--- src/rtl/reg_file_arbiter.sv ---
// reg_file_arbiter
//   Shares one register-file access port between two masters (M0, M1).
//   Contention is resolved round-robin. Each transaction issues exactly one
//   single-cycle WrEN or RdEN strobe. Reads wait for RdData_valid, bounded
//   by a timeout. Each master gets a one-cycle ack, read data and an error
//   flag.
//
//   Handshake (both masters): a master raises Mx_req with Mx_wr/Mx_addr/
//   Mx_wdata stable and holds them until it samples Mx_ack high. Mx_ack is a
//   single-cycle completion pulse. Mx_rdata and Mx_err are meaningful while
//   Mx_ack is high, and Mx_rdata holds until that master's next read.
//
// Ports
//   CLK, RST            clock; synchronous active-low reset
//   Mx_req/wr/addr/wdata  per-master request fields (x = 0, 1)
//   Mx_ack/rdata/err      per-master completion, read data, timeout flag
//   WrEN, RdEN          register-file strobes (one-cycle pulses)
//   Address, WrData     register-file address / write data (held between uses)
//   Rd_data, RdData_valid  register-file read return
//   busy                high whenever the FSM is not in IDLE
//   state_dbg           current FSM state (IDLE=0, WRITE=1, READ_WAIT=2, DONE=3)
module reg_file_arbiter #(
  parameter int Data_width    = 8,
  parameter int Address_width = 4,
  parameter int Timeout       = 15
) (
  input  logic                     CLK,
  input  logic                     RST,
  input  logic                     M0_req,
  input  logic                     M0_wr,
  input  logic [Address_width-1:0] M0_addr,
  input  logic [Data_width-1:0]    M0_wdata,
  output logic                     M0_ack,
  output logic [Data_width-1:0]    M0_rdata,
  output logic                     M0_err,
  input  logic                     M1_req,
  input  logic                     M1_wr,
  input  logic [Address_width-1:0] M1_addr,
  input  logic [Data_width-1:0]    M1_wdata,
  output logic                     M1_ack,
  output logic [Data_width-1:0]    M1_rdata,
  output logic                     M1_err,
  output logic                     WrEN,
  output logic                     RdEN,
  output logic [Address_width-1:0] Address,
  output logic [Data_width-1:0]    WrData,
  input  logic [Data_width-1:0]    Rd_data,
  input  logic                     RdData_valid,
  output logic                     busy,
  output logic [1:0]               state_dbg
);

  localparam int CntW = $clog2(Timeout) + 1;
  localparam logic [CntW-1:0] CntLast = CntW'(Timeout - 1);

  typedef enum logic [1:0] {
    IDLE      = 2'd0,
    WRITE     = 2'd1,
    READ_WAIT = 2'd2,
    DONE      = 2'd3
  } state_e;

  state_e                   state_q, state_d;
  logic                     owner_q, owner_d;   // 0 = M0, 1 = M1
  logic                     last_q, last_d;     // most recent owner
  logic [CntW-1:0]          cnt_q, cnt_d;
  logic                     wr_en_q, wr_en_d;
  logic                     rd_en_q, rd_en_d;
  logic [Address_width-1:0] addr_q, addr_d;
  logic [Data_width-1:0]    wdata_q, wdata_d;
  logic                     ack0_q, ack0_d, ack1_q, ack1_d;
  logic                     err0_q, err0_d, err1_q, err1_d;
  logic [Data_width-1:0]    rdata0_q, rdata0_d, rdata1_q, rdata1_d;
  logic                     busy_q, busy_d;

  logic any_req;
  logic grant_m1;
  logic grant_wr;
  logic rd_timeout;

  // On a tie the master that did not win last time is granted.
  assign any_req    = M0_req | M1_req;
  assign grant_m1   = M1_req & (~M0_req | ~last_q);
  assign grant_wr   = grant_m1 ? M1_wr : M0_wr;
  assign rd_timeout = (cnt_q == CntLast);

  // State register
  always_ff @(posedge CLK) begin
    if (!RST) begin
      state_q  <= IDLE;
      owner_q  <= 1'b0;
      last_q   <= 1'b1;
      cnt_q    <= '0;
      wr_en_q  <= 1'b0;
      rd_en_q  <= 1'b0;
      addr_q   <= '0;
      wdata_q  <= '0;
      ack0_q   <= 1'b0;
      ack1_q   <= 1'b0;
      err0_q   <= 1'b0;
      err1_q   <= 1'b0;
      rdata0_q <= '0;
      rdata1_q <= '0;
      busy_q   <= 1'b0;
    end else begin
      state_q  <= state_d;
      owner_q  <= owner_d;
      last_q   <= last_d;
      cnt_q    <= cnt_d;
      wr_en_q  <= wr_en_d;
      rd_en_q  <= rd_en_d;
      addr_q   <= addr_d;
      wdata_q  <= wdata_d;
      ack0_q   <= ack0_d;
      ack1_q   <= ack1_d;
      err0_q   <= err0_d;
      err1_q   <= err1_d;
      rdata0_q <= rdata0_d;
      rdata1_q <= rdata1_d;
      busy_q   <= busy_d;
    end
  end

  // Next-state logic
  always_comb begin
    state_d = state_q;
    case (state_q)
      IDLE:      if (any_req) state_d = grant_wr ? WRITE : READ_WAIT;
      WRITE:     state_d = DONE;
      READ_WAIT: if (RdData_valid || rd_timeout) state_d = DONE;
      DONE:      state_d = IDLE;
      default:   state_d = IDLE;
    endcase
  end

  // Registered-output logic. Strobes, acks and errors default low so each
  // is a single-cycle pulse; data outputs default to holding.
  always_comb begin
    owner_d  = owner_q;
    last_d   = last_q;
    cnt_d    = cnt_q;
    wr_en_d  = 1'b0;
    rd_en_d  = 1'b0;
    addr_d   = addr_q;
    wdata_d  = wdata_q;
    ack0_d   = 1'b0;
    ack1_d   = 1'b0;
    err0_d   = 1'b0;
    err1_d   = 1'b0;
    rdata0_d = rdata0_q;
    rdata1_d = rdata1_q;
    busy_d   = (state_d != IDLE);
    case (state_q)
      IDLE: begin
        if (any_req) begin
          owner_d = grant_m1;
          last_d  = grant_m1;
          addr_d  = grant_m1 ? M1_addr  : M0_addr;
          wdata_d = grant_m1 ? M1_wdata : M0_wdata;
          if (grant_wr) begin
            wr_en_d = 1'b1;
          end else begin
            rd_en_d = 1'b1;
            cnt_d   = '0;
          end
        end
      end
      WRITE: begin
        if (owner_q) ack1_d = 1'b1;
        else         ack0_d = 1'b1;
      end
      READ_WAIT: begin
        // Valid data on the final wait cycle takes priority over the timeout.
        if (RdData_valid) begin
          if (owner_q) begin
            rdata1_d = Rd_data;
            ack1_d   = 1'b1;
          end else begin
            rdata0_d = Rd_data;
            ack0_d   = 1'b1;
          end
        end else if (rd_timeout) begin
          if (owner_q) begin
            rdata1_d = '0;
            ack1_d   = 1'b1;
            err1_d   = 1'b1;
          end else begin
            rdata0_d = '0;
            ack0_d   = 1'b1;
            err0_d   = 1'b1;
          end
        end else begin
          cnt_d = cnt_q + CntW'(1);
        end
      end
      default: ;
    endcase
  end

  assign WrEN      = wr_en_q;
  assign RdEN      = rd_en_q;
  assign Address   = addr_q;
  assign WrData    = wdata_q;
  assign M0_ack    = ack0_q;
  assign M1_ack    = ack1_q;
  assign M0_err    = err0_q;
  assign M1_err    = err1_q;
  assign M0_rdata  = rdata0_q;
  assign M1_rdata  = rdata1_q;
  assign busy      = busy_q;
  assign state_dbg = state_q;

endmodule

--- config.mk ---
export PLATFORM = sky130hd
export DESIGN_NAME = reg_file_arbiter
export DESIGN_NICKNAME = d
export VERILOG_FILES = /design/src/rtl/reg_file_arbiter.sv
export SDC_FILE = /design/constraint.sdc
export NUM_CORES = 1
export LEC_CHECK = 0
export CAP_MARGIN = 20
export CELL_PAD_IN_SITES_DETAIL_PLACEMENT = 0
export CELL_PAD_IN_SITES_GLOBAL_PLACEMENT = 1
export CORE_MARGIN = 2
export CORE_UTILIZATION = 31
export DETAILED_ROUTE_END_ITERATION = 12
export GPL_TIMING_DRIVEN = 0
export PLACE_DENSITY = 0.9
export SLEW_MARGIN = 30
export SYNTH_ARGS = -nofsm -noshare
export SYNTH_HDL_FRONTEND = slang
export SYNTH_SLANG_ARGS = --single-unit
--- constraint.sdc ---
create_clock -name CLK -period 1.8 [get_ports CLK]
set_input_delay 0.18 -clock CLK [delete_from_list [all_inputs] [get_ports CLK]]
set_output_delay 0.18 -clock CLK [all_outputs]
set_load 0.02 [all_outputs]
=== Word-level counts from Yosys, hierarchy flattened ===
Cells that the tools add are included.

* Register bits: 44
* Bits of input ports: 39
* Output and inout bits: 37
* Word-level logic and storage cells: 73

* Add/subtract/negate cells: 1
* Equal/unequal tests: 8
* Muxes and demuxes: 30
* Bitwise logic cells: 8
* Reduce and logical (&&, ||, !) cells: 11

{| class="wikitable"
|+ Operators with widths
! operator !! count
|-
| $mux 8 || 9
|-
| $mux 5 || 4
|-
| $pmux 5 s2 || 1
|-
| $mux 1 || 9
|-
| $reduce_and 3->1 || 3
|-
| $ne 2x2->1 const B || 4
|-
| $pmux 2 s4 || 1
|-
| $mux 2 || 3
|-
| $reduce_bool 2->1 || 3
|-
| $add 5x1->5 const B || 1
|-
| $eq 5x4->1 const B || 1
|-
| $not 1->1 || 5
|-
| $reduce_and 5->1 || 1
|-
| $eq 2x2->1 const B || 2
|-
| $mux 4 || 1
|-
| $pmux 1 s2 || 2
|-
| $reduce_or 3->1 || 1
|-
| $eq 2x1->1 const B || 1
|-
| $logic_not 2->1 || 1
|-
| $or 1x1->1 || 2
|-
| $reduce_and 2->1 || 1
|-
| $and 1x1->1 || 1
|-
| $logic_or 1x1->1 || 1
|}

=== Logic depth before layout (Yosys ltp) ===
* Word-level depth: 8
* Mapped depth: 7

=== Worst setup path after synthesis ===
OpenSTA, ideal clock, no wires.

* Kind: reg-to-reg
* Start: reg state_q[0], in the netlist state_dbg[0]
* End: reg addr_q[1], in the netlist Address[1]
* Setup time: 0.091 ns
* Arrival: 1.581 ns
* Setup slack: 0.129 ns
* Stages on the path, launching flop included: 8
* Path buffers: 2
* Period minus slack after synthesis: 1.671 ns
* Cells stage by stage: dfxtp_1 -> inv_1 -> ha_1 -> nor2b_1 -> clkbuf_1 -> buf_2 -> nor2_1 -> a311oi_1

* Cells in the longest elaborated chain, start to end: 2

{| class="wikitable"
|+ RTL lines
! element !! RTL line !! text
|-
| start: declaration || 63 || <nowiki>state_e state_q, state_d;</nowiki>
|-
| start signal: assignment || 106 || <nowiki>state_q <= state_d;</nowiki>
|-
| $logic_not 2->1 || 153 || <nowiki>case (state_q)</nowiki>
|-
| $reduce_and 2->1 (no source line) || n/a ||
|-
| end signal: assignment || 112 || <nowiki>addr_q <= addr_d;</nowiki>
|-
| end: declaration || 69 || <nowiki>logic [Address_width-1:0] addr_q, addr_d;</nowiki>
|}

Every way passes these cells.
A chain may end at the register's enable or synchronous reset.

=== Worst setup path in the final report ===
* Start: reg cnt_q[0]
* End: reg cnt_q[4]

* Cells in the longest elaborated chain, start to end: 4
* Elaborated cells between the ends (all ways): 7
* Classes of those cells: add/sub (1); eq/ne (2); mux (3); reduce/logical (1)

{| class="wikitable"
|+ RTL lines
! element !! RTL line !! text
|-
| start: declaration || 66 || <nowiki>logic [CntW-1:0] cnt_q, cnt_d;</nowiki>
|-
| start signal: assignment || 109 || <nowiki>cnt_q <= cnt_d;</nowiki>
|-
| $add 5x1->5 || 193 || <nowiki>cnt_d = cnt_q + CntW'(1);</nowiki>
|-
| $mux 5 || 182 || <nowiki>end else if (rd_timeout) begin</nowiki>
|-
| $mux 5 || 174 || <nowiki>if (RdData_valid) begin</nowiki>
|-
| $pmux 5 s2 || 153 ||
|}

Parallel ways exist; a longest one is shown, timed or not. The select of a mux whose other input is x is not followed.

==> results.sh <==
export IMPL_root_buffer="clkbuf_8"
export IMPL_outcome="finished, final reports clean"
export IMPL_drive_gt1_share_pct=6.90
export IMPL_maxCapViolations=0
export IMPL_critical_path_top_delay_family="simple AND/OR/NAND/NOR gates"
export IMPL_dieArea_sq_um=6970
export IMPL_slew_viol_final=0
export IMPL_synth_fp_nets=281
export IMPL_crit_fanout=5
export IMPL_cpMaxStageDelayCell="dfxtp_2"
export IMPL_fp_dieW_microns=83.5
export IMPL_layout_common_cells="73 x clkdlybuf4s50_1, 43 x dfxtp_1, 43 x nand2_1, 22 x nor2_1, 18 x a21oi_1"
export IMPL_core_area_sq_um=6030
export IMPL_path_common_cell="or3_1"
export IMPL_finalSetupViolations=0
export IMPL_ctsHoldBuffers=0
export IMPL_routed_wl_microns=5250
export IMPL_insertion_delay_ps=300
export IMPL_tns_ps=0
export IMPL_num_nets_final=363
export IMPL_hp_start="RST"
export IMPL_crit_path_max_incr_delay_ps=370
export IMPL_yosysSeqAreaShare_pct=45.0
export IMPL_p_per_area_nw_per_um2=1100
export IMPL_timing_rr_start="cnt_q[0]$_SDFFE_PN0P_"
export IMPL_crit_required_ps=2030
export IMPL_r2r_worst_path_cells=6
export IMPL_whs_ps=255
export IMPL_path_buf_inv=1
export IMPL_leakage_nw=1.04
export IMPL_ioPinCount=76
export IMPL_reg2reg_slack_ps=130
export IMPL_drtAntennaViolNets=0
export IMPL_synth_area_sq_um=1960
export IMPL_antenna_found_initial=0
export IMPL_dr_first_iter_drc_count=71
export IMPL_grt_max_degree=15
export IMPL_globalRouteOverflowTotal=0
export IMPL_clock_sinks=44
export IMPL_max_freq_mhz=598
export IMPL_post_route_period_util_pct=92.9
export IMPL_rsz0062_at_grt="yes"
export IMPL_finalCriticalPeriod_ps=1670
export IMPL_drc=0
export IMPL_layout_commonest_cell="clkdlybuf4s50_1"
export IMPL_place_hpwl_microns=3970
export IMPL_num_vias=2006
export IMPL_relSlewSlack_pct=68.1
export IMPL_grt_usage_pct=15.1
export IMPL_num_fill_cells=611
export IMPL_peakVddDrop_mv=0.480
export IMPL_initial_core_util_pct=32.5
export IMPL_syn_avg_cell_area_sq_um=8.30
export IMPL_min_delay_path_depth=2
export IMPL_syn_inst=236
export IMPL_tightest_slew_ps=479
export IMPL_worst_setup_path_end_kind="flop"
export IMPL_min_path_type="in2reg"
export IMPL_globalplace_congestion=0.874
export IMPL_cp_cell_sequence="inv_1 > ha_1 > and4b_1 > or3_1 > or3_1 > o21ai_0"
export IMPL_synth_distinct_cells=37
export IMPL_ys_warn_count=0
export IMPL_critical_path_class="reg2reg"
export IMPL_startpoint_type="flop"
export IMPL_skew_ps=5.87
export IMPL_min_to="last_q$_SDFFE_PN1P_"
export IMPL_wire_per_inst_microns=13.3
export IMPL_dr_pass1_iters=4
export IMPL_clk_pin_slew_ps=80
export IMPL_grt_pass1_wl_microns=8840
export IMPL_synth_seq_cells=44
export IMPL_viasPerCell=5.09
export IMPL_htreeDepth=2
export IMPL_cts_tree="yes"
export IMPL_r2r_end="cnt_q[4]$_SDFFE_PN0P_"
export IMPL_cts_buffers=5
export IMPL_grt_pass1_vias=1912
export IMPL_die_h_microns=83.5
export IMPL_hold_viol=0
export IMPL_port_buffers=73
export IMPL_critPathArrivalTime_ps=1900
export IMPL_cts_max_path_buffers=2
export IMPL_rows=28
export IMPL_antenna_cells=0
export IMPL_areaGrowthSynthToFinish_pct=49.7
## flip-flops by register name (all words and copies together), names as in the netlist, 2 cells and up
name and count:
M0_rdata 8, M1_rdata 8, WrData 8, cnt_q 5, Address 4, state_dbg 2
## metrics by stage
stage | power [mW] | area (sq um) | utilization, % | std cells | setup WS [ps]
after floorplan | 1.90 | 1960 | - | 236 | 129
after global placement | 2.40 | 2780 | 46.2 | 384 | -125
after detailed placement | 2.41 | 2780 | 46.2 | 384 | -142
after CTS | 3.24 | 2930 | 48.6 | 394 | 22.1
after global routing | 3.41 | 2930 | 48.7 | 394 | -6.76
final | 3.22 | 2930 | 48.7 | 394 | 128
## cell usage after synthesis, drive strengths merged
cell type  count  share of area [%]
and2           1               0.32
and4b          1               0.51
nand3          2               0.51
clkinv         2               0.38
a211oi         1               0.38
nand3b         4                1.5
a22oi          1               0.38
a31oi          4                1.3
dfxtp         44                 45
clkbuf        14                2.7
nand2b         1               0.32
a21bo          1               0.51
a311oi        12                5.4
nor3b          1               0.38
o221a          1                1.0
o21ai          9                2.3
mux2i          1               0.51
a21oi         18                4.6
and3           2               0.64
o32ai          1               0.45
nand4         17                5.4
o21a           1               0.38
a21boi         1               0.38
buf            4                1.3
o221ai         2               0.89
or3            2               0.64
nand2         43                8.2
o211ai         4                1.5
nand4b         3                1.3
nor4           1               0.32
ha             6                3.8
nor2          22                4.2
nor3           3               0.77
inv            3               0.57
nor2b          2               0.64
o2bb2ai        1               0.45
## power breakdown
group          switching, mW  total, mW  internal [mW]
Combinational          0.679       1.22          0.537
Sequential            0.0825       1.20           1.12
Clock                  0.348      0.802          0.454
Total                   1.11       3.22           2.11
## what timing repair did
item / CTS / global route
pin swaps: 2 / 0
resized for setup: 5 / 4
buffers inserted: 2 / 0
setup endpoints to repair: 31 / 36
## routing by layer
layer / routed length, microns / vias to the layer above / GRT usage [%]
met4: 67 / 0 / 5.28
li1: - / 1019 / -
met5: 0 / - / 0
met3: 334 / 5 / 2.87
met1: 2440 / 910 / 19.5
met2: 2400 / 72 / 25.3
## final cells by class
cell class              count  area, sq um  share of cell area, %
clock buffers               6         82.6                   2.82
multi-input cells         169          983                   33.5
well taps                  75         93.8                   3.20
plain buffers              18         87.6                   2.99
flip-flops and latches     44          882                   30.1
inverters                   5         18.8                  0.640
repair buffers             75          746                   25.4
clock inverters             2         38.8                   1.32
## worst max path at each step
stage | start | to | slack (ps) | cells after the start
final | cnt_q[0]$_SDFFE_PN0P_ | cnt_q[4]$_SDFFE_PN0P_ | 130 | 6
after global placement | M0_req | Address[1]$_SDFFE_PN0P_ | -130 | 6
after detailed placement | M1_req | cnt_q[4]$_SDFFE_PN0P_ | -140 | 6
after global routing | state_dbg[0]$_SDFF_PN0_ | WrData[3]$_SDFFE_PN0P_ | -7 | 7
after floorplan | state_dbg[0]$_SDFF_PN0_ | Address[1]$_SDFFE_PN0P_ | 130 | 7
after CTS | state_dbg[0]$_SDFF_PN0_ | cnt_q[1]$_SDFFE_PN0P_ | 20 | 6
## worst reg2reg max path, cell delays in order, from the launching register on
cell	delay, ps
dfxtp_2	370
inv_1	70
ha_1	190
and4b_1	200
or3_1	360
or3_1	350
o21ai_0	70
## cell families after synthesis
family	Yosys count	share of synthesized area (%)
flops	44	45.0
buf+inv	23	4.98
compound gates	57	19.9
fa+ha+maj	6	3.83
mux	1	0.511
simple gates	105	25.8
Note: power is estimated with default switching activity, not from simulation.
